==> src/rtl/inst_fetch_bridge_pkg.sv <==
// Shared definitions for the instruction fetch bridge: word constants, enable/stall
// encodings and the fetch FSM state type.
package inst_fetch_bridge_pkg;

    localparam logic [31:0] ZeroWord    = 32'h0000_0000;
    localparam logic [31:0] NopInst     = 32'h0000_0000;

    localparam logic        ChipEnable  = 1'b1;
    localparam logic        ChipDisable = 1'b0;
    localparam logic        Stop        = 1'b1;
    localparam logic        NoStop      = 1'b0;

    typedef enum logic {
        IfbIdle = 1'b0,
        IfbBusy = 1'b1
    } ifb_state_e;

endpackage

==> src/rtl/inst_fetch_bridge_if.sv <==
// PC-stage / IF-ID / instruction-memory signals of the fetch bridge.
// slave is the bridge's view; master is the surrounding pipeline and memory.
interface inst_fetch_bridge_if;

    logic        ce_i;
    logic [31:0] pc_i;
    logic        flush_i;
    logic [31:0] inst_o;
    logic        inst_err_o;
    logic        stallreq_o;
    logic        mem_req_o;
    logic [31:0] mem_addr_o;
    logic        mem_ack_i;
    logic [31:0] mem_data_i;

    modport slave (
        input  ce_i, pc_i, flush_i, mem_ack_i, mem_data_i,
        output inst_o, inst_err_o, stallreq_o, mem_req_o, mem_addr_o
    );

    modport master (
        output ce_i, pc_i, flush_i, mem_ack_i, mem_data_i,
        input  inst_o, inst_err_o, stallreq_o, mem_req_o, mem_addr_o
    );

endinterface

==> src/rtl/fetch_timeout_cnt.sv <==
// 8-bit fetch timeout counter; expired_o flags the last allowed wait cycle (TIMEOUT-1).
module fetch_timeout_cnt #(
    parameter int unsigned TIMEOUT = 255
) (
    input  logic clk,
    input  logic rst,
    input  logic clr_i,
    input  logic en_i,
    output logic expired_o
);

    localparam logic [7:0] LastCount = 8'(TIMEOUT - 1);

    logic [7:0] cnt_q;

    always_ff @(posedge clk) begin
        if (rst || clr_i) begin
            cnt_q <= 8'd0;
        end else if (en_i) begin
            cnt_q <= cnt_q + 8'd1;
        end
    end

    assign expired_o = (cnt_q == LastCount);

endmodule

==> src/rtl/inst_fetch_bridge.sv <==
// Instruction fetch bridge: turns PC-stage fetches into req/ack memory transactions,
// keeps one tagged instruction word and stalls the pipeline while a fetch is outstanding.
module inst_fetch_bridge #(
    parameter int unsigned TIMEOUT = 255
) (
    input logic               clk,
    input logic               rst,
    inst_fetch_bridge_if.slave bus
);

    import inst_fetch_bridge_pkg::*;

    ifb_state_e  state_q, state_d;
    logic        req_q, req_d;
    logic [31:0] addr_q, addr_d;
    logic        discard_q, discard_d;
    logic        buf_valid_q, buf_valid_d;
    logic [31:0] buf_tag_q, buf_tag_d;
    logic [31:0] buf_data_q, buf_data_d;
    logic        buf_err_q, buf_err_d;

    logic        aligned;
    logic        hit;
    logic        fill;
    logic [31:0] fill_data;
    logic        fill_err;
    logic        cnt_clr;
    logic        cnt_en;
    logic        expired;

    assign aligned = (bus.pc_i[1:0] == 2'b00);
    assign hit     = bus.ce_i & buf_valid_q & (buf_tag_q == bus.pc_i);

    fetch_timeout_cnt #(
        .TIMEOUT (TIMEOUT)
    ) u_timeout_cnt (
        .clk       (clk),
        .rst       (rst),
        .clr_i     (cnt_clr),
        .en_i      (cnt_en),
        .expired_o (expired)
    );

    // Output mux depends only on registered state and pc_i/ce_i, never on mem_ack_i.
    always_comb begin
        bus.inst_o     = ZeroWord;
        bus.inst_err_o = 1'b0;
        bus.stallreq_o = NoStop;
        if (bus.ce_i == ChipEnable) begin
            if (!aligned) begin
                bus.inst_err_o = 1'b1;
            end else if (hit) begin
                bus.inst_o     = buf_data_q;
                bus.inst_err_o = buf_err_q;
            end else begin
                bus.stallreq_o = Stop;
            end
        end
    end

    always_comb begin
        state_d     = state_q;
        req_d       = req_q;
        addr_d      = addr_q;
        discard_d   = discard_q;
        buf_valid_d = buf_valid_q;
        buf_tag_d   = buf_tag_q;
        buf_data_d  = buf_data_q;
        buf_err_d   = buf_err_q;
        fill        = 1'b0;
        fill_data   = ZeroWord;
        fill_err    = 1'b0;
        cnt_clr     = 1'b0;
        cnt_en      = 1'b0;

        unique case (state_q)
            IfbIdle: begin
                if ((bus.ce_i == ChipEnable) && aligned && !hit) begin
                    state_d   = IfbBusy;
                    req_d     = 1'b1;
                    addr_d    = bus.pc_i;
                    discard_d = bus.flush_i;
                    cnt_clr   = 1'b1;
                end
            end
            IfbBusy: begin
                cnt_en = 1'b1;
                if (bus.flush_i) begin
                    discard_d = 1'b1;
                end
                if (bus.mem_ack_i) begin
                    state_d   = IfbIdle;
                    req_d     = 1'b0;
                    fill      = !discard_q;
                    fill_data = bus.mem_data_i;
                end else if (expired) begin
                    state_d  = IfbIdle;
                    req_d    = 1'b0;
                    fill     = !discard_q;
                    fill_err = 1'b1;
                end
            end
        endcase

        // A flush wins over a fill landing in the same cycle.
        if (bus.flush_i) begin
            buf_valid_d = 1'b0;
        end else if (fill) begin
            buf_valid_d = 1'b1;
            buf_tag_d   = addr_q;
            buf_data_d  = fill_data;
            buf_err_d   = fill_err;
        end
    end

    always_ff @(posedge clk) begin
        if (rst) begin
            state_q     <= IfbIdle;
            req_q       <= 1'b0;
            addr_q      <= ZeroWord;
            discard_q   <= 1'b0;
            buf_valid_q <= 1'b0;
            buf_tag_q   <= ZeroWord;
            buf_data_q  <= NopInst;
            buf_err_q   <= 1'b0;
        end else begin
            state_q     <= state_d;
            req_q       <= req_d;
            addr_q      <= addr_d;
            discard_q   <= discard_d;
            buf_valid_q <= buf_valid_d;
            buf_tag_q   <= buf_tag_d;
            buf_data_q  <= buf_data_d;
            buf_err_q   <= buf_err_d;
        end
    end

    assign bus.mem_req_o  = req_q;
    assign bus.mem_addr_o = addr_q;

endmodule

==> src/flat_wrapper.sv <==
// flat-port wrapper written by rule: the top's interface ports become plain ports
module inst_fetch_bridge_flat import inst_fetch_bridge_pkg::*;
#(
    parameter int unsigned TIMEOUT = 255
)
  (clk, rst, bus_ce_i, bus_pc_i, bus_flush_i, bus_mem_ack_i, bus_mem_data_i, bus_inst_o, bus_inst_err_o, bus_stallreq_o, bus_mem_req_o, bus_mem_addr_o);
  inst_fetch_bridge_if bus_i ();
  input logic clk;
  input logic rst;
  input wire logic [$bits(bus_i.ce_i)-1:0] bus_ce_i;
  input wire logic [$bits(bus_i.pc_i)-1:0] bus_pc_i;
  input wire logic [$bits(bus_i.flush_i)-1:0] bus_flush_i;
  input wire logic [$bits(bus_i.mem_ack_i)-1:0] bus_mem_ack_i;
  input wire logic [$bits(bus_i.mem_data_i)-1:0] bus_mem_data_i;
  output wire logic [$bits(bus_i.inst_o)-1:0] bus_inst_o;
  output wire logic [$bits(bus_i.inst_err_o)-1:0] bus_inst_err_o;
  output wire logic [$bits(bus_i.stallreq_o)-1:0] bus_stallreq_o;
  output wire logic [$bits(bus_i.mem_req_o)-1:0] bus_mem_req_o;
  output wire logic [$bits(bus_i.mem_addr_o)-1:0] bus_mem_addr_o;
  assign bus_i.ce_i = bus_ce_i;
  assign bus_i.pc_i = bus_pc_i;
  assign bus_i.flush_i = bus_flush_i;
  assign bus_i.mem_ack_i = bus_mem_ack_i;
  assign bus_i.mem_data_i = bus_mem_data_i;
  assign bus_inst_o = bus_i.inst_o;
  assign bus_inst_err_o = bus_i.inst_err_o;
  assign bus_stallreq_o = bus_i.stallreq_o;
  assign bus_mem_req_o = bus_i.mem_req_o;
  assign bus_mem_addr_o = bus_i.mem_addr_o;
  inst_fetch_bridge #(.TIMEOUT(TIMEOUT)) u_core (.clk(clk), .rst(rst), .bus(bus_i));
endmodule
==> config.mk <==
export PLATFORM = sky130hd
export DESIGN_NAME = inst_fetch_bridge_flat
export DESIGN_NICKNAME = d
export VERILOG_FILES = /design/src/rtl/inst_fetch_bridge_pkg.sv /design/src/rtl/inst_fetch_bridge_if.sv /design/src/rtl/fetch_timeout_cnt.sv /design/src/rtl/inst_fetch_bridge.sv /design/src/flat_wrapper.sv
export SDC_FILE = /design/constraint.sdc
export NUM_CORES = 1
export LEC_CHECK = 0
export CAP_MARGIN = 40
export CORE_MARGIN = 3
export CORE_UTILIZATION = 50
export CTS_CLUSTER_DIAMETER = 30
export DETAILED_ROUTE_END_ITERATION = 7
export DONT_BUFFER_PORTS = 1
export GPL_TIMING_DRIVEN = 0
export RECOVER_POWER = 100
export SYNTH_ARGS = -nofsm -noshare
export SYNTH_HDL_FRONTEND = slang
export SYNTH_SLANG_ARGS = --single-unit
==> constraint.sdc <==
create_clock -name clk -period 2.8 [get_ports clk]
set_input_delay 0.56 -clock clk [delete_from_list [all_inputs] [get_ports clk]]
set_output_delay 0.56 -clock clk [all_outputs]
set_load 0.05 [all_outputs]
==> results of run 1 <==
==> kinds of logic after synthesis <==
| kind of cell | count (synthesis) | share of synthesized area |
|---|---|---|
| and+or+nand+nor | 243 | 0.247 |
| muxes | 31 | 0.0681 |
| AOI/OAI and AO/OA | 79 | 0.0944 |
| xor gates and xnor gates | 37 | 0.0709 |
| buffers and inverters | 42 | 0.0375 |
| DFF | 109 | 0.477 |
| adders and majority gates | 2 | 0.00547 |
==> how the worst max path moves through the flow <==
stage                         startpoint             end  slack [ps]  cells after the start
floorplan                    bus_pc_i[7]  bus_inst_err_o         100                      5
global placement             bus_pc_i[2]   bus_inst_o[1]        -450                      7
detailed placement           bus_pc_i[2]  bus_inst_o[27]        -410                      7
CTS                 u_core.buf_tag_q[18]   bus_inst_o[1]           3                      7
global route        u_core.buf_tag_q[29]  bus_inst_o[10]        -130                      8
finish               u_core.buf_tag_q[4]   bus_inst_o[7]          -4                      8
==> critical path: stages (launching register included) <==
cell	delay, ps
dfxtp_1	330
xnor2_1	210
nand4_1	270
nor2_1	190
nand4_1	210
nor2_4	180
buf_12	140
buf_8	130
and2_4	240
==> flip-flops by register name (all words and copies together) (netlist names) <==
register,cells
u_core.bus.mem_addr_o,32
u_core.bus.mem_req_o,1
u_core.buf_err_q,1
u_core.state_q,1
u_core.buf_data_q,32
u_core.discard_q,1
u_core.u_timeout_cnt.cnt_q,8
u_core.buf_valid_q,1
u_core.buf_tag_q,32
==> routing by layer <==
metal / global-route usage / wire, um / up-vias
li1: - / - / 1845
met1: 0.275 / 4860 / 1738
met2: 0.354 / 5490 / 93
met3: 0.0833 / 895 / 6
met4: 0.0409 / 59 / 0
met5: 0 / 0 / -
==> power by group through the flow <==
stage | sequential [uW] | combinational (uW) | clock (uW)
4_1_cts | 1650 | 171 | 1040
3_3_place_gp | 1680 | 161 | 0
6_report | 1650 | 174 | 1010
2_1_floorplan | 1680 | 126 | 0
3_5_place_dp | 1680 | 165 | 0
5_1_grt | 1650 | 193 | 1100
==> per-stage QoR <==
step | hold WS [ps] | cell area, um2 | utilization
after detailed placement | 441 | 4730 | 0.537
after CTS | 252 | 5140 | 0.583
after global placement | 434 | 4710 | 0.535
after global routing | 240 | 5250 | 0.596
final | 268 | 5250 | 0.596
after floorplan | 427 | 4570 | -
==> layout make-up <==
| class | instances | area, um2 | area share |
|---|---|---|---|
| Clock inverter | 7 | 90.1 | 0.0172 |
| Sequential cell | 109 | 2190 | 0.417 |
| Clock buffer | 9 | 124 | 0.0236 |
| Buffer | 36 | 183 | 0.0348 |
| Multi-Input combinational cell | 392 | 2380 | 0.454 |
| Timing Repair Buffer | 12 | 124 | 0.0236 |
| Tap cell | 108 | 135 | 0.0257 |
| Inverter | 6 | 22.5 | 0.00429 |
==> cell usage in the layout (no fill, tap or decap), types with 2 or more instances in the layout <==
| cell | netlist | layout |
|---|---|---|
| a21oi_1 | 68 | 68 |
| and2_0 | 1 | 2 |
| and2_1 | 35 | 2 |
| and2_2 | 0 | 2 |
| and2_4 | 0 | 30 |
| buf_2 | 11 | 11 |
| buf_4 | 0 | 5 |
| buf_6 | 0 | 3 |
| buf_8 | 0 | 3 |
| clkbuf_1 | 25 | 24 |
| clkbuf_8 | 0 | 9 |
| clkinvlp_4 | 0 | 2 |
| dfxtp_1 | 109 | 102 |
| dfxtp_2 | 0 | 7 |
| ha_1 | 2 | 2 |
| inv_1 | 5 | 5 |
| inv_6 | 0 | 2 |
| mux2i_1 | 30 | 30 |
| nand2_1 | 102 | 102 |
| nand3_1 | 40 | 40 |
| nand4_1 | 11 | 11 |
| nor2_1 | 44 | 43 |
| nor3_1 | 3 | 3 |
| o22ai_1 | 3 | 3 |
| xnor2_1 | 33 | 25 |
| xnor2_2 | 0 | 8 |
| xor2_1 | 4 | 4 |
==> what timing repair did <==
action / in CTS / in global routing
cloned: 0 / 1
setup endpoints to repair: 32 / 33
gates resized for setup: 80 / 17
pin swaps: 12 / 27
setup buffers: 4 / 5
==> metrics.md, run 1 <==
| Metric | Value |
|---|---|
| Tot Pwr | `around 2800 uW` |
| Arr. time, crit path | `roughly 2200 ps` |
| Placed Cells | `653` |
| Async SR Flop Fraction | `0` |
| Die height | `102 um` |
| Initial antenna violation count | `0` |
| 1st-pass router iterations | `4` |
| GRT Util Overall | `0.217` |
| RR Startpoint | `u_core.buf_tag_q[29]` |
| DRC Markers | `0` |
| Hold depth | `1` |
| Internal power | `just over 2000 uW` |
| Area Growth Syn to Fin | `14.8%` |
| Slew headroom | `0.562` |
| Worst Setup End Kind | `output pin` |
| #FFs+latches synth | `between 100 and 150` |
| Worst-path clk slew | `roughly 100 ps` |
| Post-DP HPWL | `about 8300 um` |
| Switch share | `0.267` |
| Failing checks | `setup timing` |
| Top FF cell, synth | `dfxtp_1` |
| Io pins | `around 140` |
| CTS hold repair buffers | `0` |
| Site Rows | `34` |
| RSZ-0062 raised after global routing | `true` |
| GP Congestion | `~0.81` |
| R2R cell count | `10` |
| WHS Endpoint | `u_core.buf_valid_q` |
| Tmin final | `between 2000 and 3000 ps` |
| Fillers | `819` |
| Worst setup SP type | `register` |
| Final hold vios | `0` |
| GRT overflow | `0` |
| Routed via count | `about 3700` |
| Global-route wire length before repair | `17500 um` |
| Post-route worst setup slack | `-4.48 ps` |
| Gate power share | `0.061` |
| Status | `finished, violations left` |
| Leakage | `0.00176 uW` |
| Total Nets Final | `637` |
| Final worst-path cycle share | `1.00` |
| Final Non-Filler Cells | `roughly 680` |
| Setup violations, final | `8` |
| Crit path max fanout | `10` |
| Hold WC Path Type | `input port to register` |
| # diodes | `0` |
| Instance count of the mapped netlist | `543` |
| Most frequent cell after synthesis | `dfxtp_1` |
| Port buffer count | `0` |
| Die area | `just over 0.01 mm2` |
| Synth Warn # | `0` |
| Initial Util | `0.519` |
| Clock skew | `roughly 16 ps` |
| Top area cells in the synthesized netlist | `dfxtp_1 48%, nand2_1 8.4%, a21oi_1 7.4%, mux2i_1 6.6%, xnor2_1 6.3%` |
| # clock sinks | `109` |
| Sw Pwr | `about 750 uW` |
| WL/cell | `roughly 17 um` |
| Sequential element share of the synthesized area | `0.477` |
| Clock H-tree levels | `3` |
| Pre-CTS setup slack | `-405 ps` |
| Layout cell share with drive strength beyond 1 | `0.168` |
| Die Wd | `between 100 and 150 um` |
| Clock share of power | `0.356` |
| First DRT Iteration DRCs | `75` |
| Drt total wl | `around 11000 um` |
| Netlist cell types | `32` |
| CTS tree | `yes` |
| Max Buffers Root-to-Sink | `2` |
| Yosys top cell by area | `dfxtp_1` |
| Clk_lat worst skew | `370 ps` |
| Worst Path Required | `2240 ps` |
| Vias in the first global route | `~3500` |
| Pwr/cell area | `538 mW/mm2` |
| Placeable Area | `roughly 0.0088 mm2` |
| Actual slew at the worst max-slew pin | `about 650 ps` |
| Largest net degree at the start of global routing | `21` |
| Synth cell count leaders | `109 x dfxtp_1, 102 x nand2_1, 68 x a21oi_1` |
| Part of the power in registers | `0.583` |
| Share of the synthesized area in the top cell type | `0.477` |
| Avg Synthesized Cell Area | `around 8.4 um2` |
| Routed vias/inst | `around 5.4` |
| Number of CTS-inserted buffers | `9` |
| Post-synth EDFFs | `0` |
| Final slew viol count | `0` |
| Post-route ant nets | `0` |
| Syn_nets | `614` |
| Cell Area, Synth | `approximately 0.0046 mm2` |
| FF-to-FF End | `u_core.bus.mem_addr_o[10]` |
| R2r setup slk | `between 400 and 500 ps` |
| Worst VDD drop | `0.302 mV` |
| Final TNS setup | `-20.5 ps` |
| Root Buffer | `clkbuf_8` |
| Critical path type | `register to output pin` |
| Max-cap violations | `0` |
| Hold Startpoint | `bus_flush_i` |
| Fmax | `~360 MHz` |
No activity file was read; power rests on OpenSTA's default activity.
==> run 2: changes to the inputs <==
--- a/config.mk
+++ b/config.mk
@@ -12,6 +12,7 @@
 export DETAILED_ROUTE_END_ITERATION = 7
 export DONT_BUFFER_PORTS = 1
 export GPL_TIMING_DRIVEN = 0
+export PLACE_DENSITY = 0.7
 export RECOVER_POWER = 100
 export SYNTH_ARGS = -nofsm -noshare
 export SYNTH_HDL_FRONTEND = slang
==> run 2 against run 1 <==
The run now ends clean. Routed wire length grew 4.1%. Core utilization is 0.50 points higher. Clock skew is 1.3 ps lower. Cell count increased by 1.0%. Register-to-register slack worse by 370 ps. Non-clock buffer count rose by 7. Combinational power hardly changed. Setup slack improved by 21 ps.
==> metrics.md, run 2 (same netlist as run 1, synthesis figures left out) <==
| Metric | Value |
|---|---|
| Status | `complete, no violations` |
| Clock H-tree levels | `3` |
| Post-DP HPWL | `8540 um` |
| Initial antenna violation count | `0` |
| Worst VDD drop | `slightly below 0.4 mV` |
| Cell area after layout | `between 0.005 and 0.006 mm2` |
| Register area | `between 0.002 and 0.0025 mm2` |
| FF-to-FF End | `u_core.discard_q` |
| Port buffer count | `0` |
| Number of CTS-inserted buffers | `9` |
| GRT Util Overall | `0.220` |
| Worst Setup End Kind | `output pin` |
| Root Buffer | `clkbuf_8` |
| CTS tree | `yes` |
| Fmax | `between 300 and 400 MHz` |
| Max-cap violations | `0` |
| Drt total wl | `roughly 12000 um` |
| Critical path type | `register to output pin` |
| Max Buffers Root-to-Sink | `2` |
| Worst setup SP type | `register` |
| Clk_lat worst skew | `roughly 370 ps` |
| Placed Cells | `between 600 and 700` |
| Fillers | `769` |
| Final hold vios | `0` |
| Setup violations, final | `0` |
| Routed vias/inst | `5.55` |
| Final Non-Filler Cells | `~690` |
| Layout cell share with drive strength beyond 1 | `0.176` |
| Clock skew | `roughly 15 ps` |
| Hold WC Path Type | `input port to register` |
| RR Startpoint | `u_core.buf_tag_q[23]` |
| Tmin final | `between 2000 and 3000 ps` |
| Die height | `about 100 um` |
| Slew headroom | `0.466` |
| First DRT Iteration DRCs | `140` |
| Final slew viol count | `0` |
| Crit path to | `bus_inst_o[17]` |
| Site Rows | `34` |
| GP Congestion | `between 0.7 and 0.8` |
| RSZ-0062 raised after global routing | `true` |
| Commonest non-fill, non-tap cell in the layout | `dfxtp_1` |
| # clock sinks | `109` |
| Final worst-path cycle share | `0.994` |
| Io pins | `between 100 and 150` |
| CP startpoint | `u_core.buf_tag_q[23]` |
| Actual slew at the worst max-slew pin | `between 700 and 800 ps` |
| Initial Util | `0.519` |
| R2R cell count | `14` |
| Post-route ant nets | `0` |
| Total Nets Final | `644` |
| Leakage | `0.00179 uW` |
| CTS hold repair buffers | `0` |
| DRC Markers | `0` |
| WL/cell | `around 17 um` |
| 1st-pass router iterations | `4` |
| Crit path max fanout | `10` |
| Largest net degree at the start of global routing | `21` |
| Routed via count | `3804` |
| Global-route wire length before repair | `between 15000 and 20000 um` |
| Arr. time, crit path | `between 2000 and 2500 ps` |
| Die Wd | `~100 um` |
| Multi-input logic area | `~0.0024 mm2` |
| Pwr/cell area | `about 520 mW/mm2` |
| Worst Path Required | `approximately 2200 ps` |
| Placeable Area | `slightly below 0.009 mm2` |
| Die area | `0.0103 mm2` |
| # diodes | `0` |
| R2r setup slk | `40 ps` |
| Vias in the first global route | `roughly 3600` |
| Worst-path clk slew | `about 110 ps` |
| Area Growth Syn to Fin | `15.8%` |
| Placed Area | `around 0.0047 mm2` |
| GRT overflow | `0` |
| Most frequent cells in the layout | `106 x dfxtp_1, 102 x nand2_1, 68 x a21oi_1, 43 x nor2_1, 40 x nand3_1` |
==> run 2: worst max-delay path: stages, from the launching register on <==
cell and delay, ps:
dfxtp_1 350, xnor2_2 170, nand4_1 160, nor4_2 260
nand4_1 230, nor2_4 170, buf_12 140, buf_8 130
and2_4 240
==> run 2: per-stage QoR <==
step	setup slack (ps)	setup TNS, ps	power, uW	util	hold WS, ps
5_1_grt	-139	-4090	2890	0.601	228
6_report	16.4	0	2780	0.601	256
2_1_floorplan	102	0	1800	-	427
3_3_place_gp	-408	-11850	1840	0.535	434
4_1_cts	-13.4	-112	2790	0.585	243
3_5_place_dp	-407	-11030	1850	0.537	441
==> run 2: per-layer routing <==
metal	vias to the layer above	global-route usage	part of all wire
met2	137	0.358	0.50
met4	0	0.0603	0.013
met1	1788	0.281	0.40
met5	-	0	0
met3	12	0.0709	0.091
li1	1867	-	-
==> run 2: timing repair <==
action                                 4_1_cts  5_1_grt
endpoints found under the hold margin        0        0
setup buffers                               12        4
setup endpoints to repair                   32       34
pin swaps                                   29       23
resized for setup                           75       18
cloned                                       0        1
==> run 2: worst min path at each step <==
stage,start,end,slack [ps],cells past startpoint
3_3_place_gp,u_core.buf_data_q[2],u_core.buf_data_q[2],430,2
6_report,bus_flush_i,u_core.buf_valid_q,260,1
3_5_place_dp,u_core.buf_data_q[25],u_core.buf_data_q[25],440,2
2_1_floorplan,u_core.buf_data_q[0],u_core.buf_data_q[0],430,2
4_1_cts,bus_flush_i,u_core.buf_valid_q,240,1
5_1_grt,bus_flush_i,u_core.buf_valid_q,230,1
==> run 2: area by class of cell <==
| class | count | share of cell area |
|---|---|---|
| well taps | 108 | 0.0255 |
| inverters | 6 | 0.00425 |
| clock buffers | 10 | 0.0260 |
| flip-flops and latches | 109 | 0.413 |
| multi-input cells | 392 | 0.451 |
| clock inverters | 6 | 0.0121 |
| repair buffers | 19 | 0.0340 |
| plain buffers | 36 | 0.0345 |
==> run 2: power by group <==
part / total, uW / internal (uW) / switching (uW) / leakage, uW
sequential: 1650 / 1570 / 75.3 / 0.000882
clock: 955 / 373 / 582 / 0.0000997
combinational: 174 / 64.6 / 109 / 0.000810
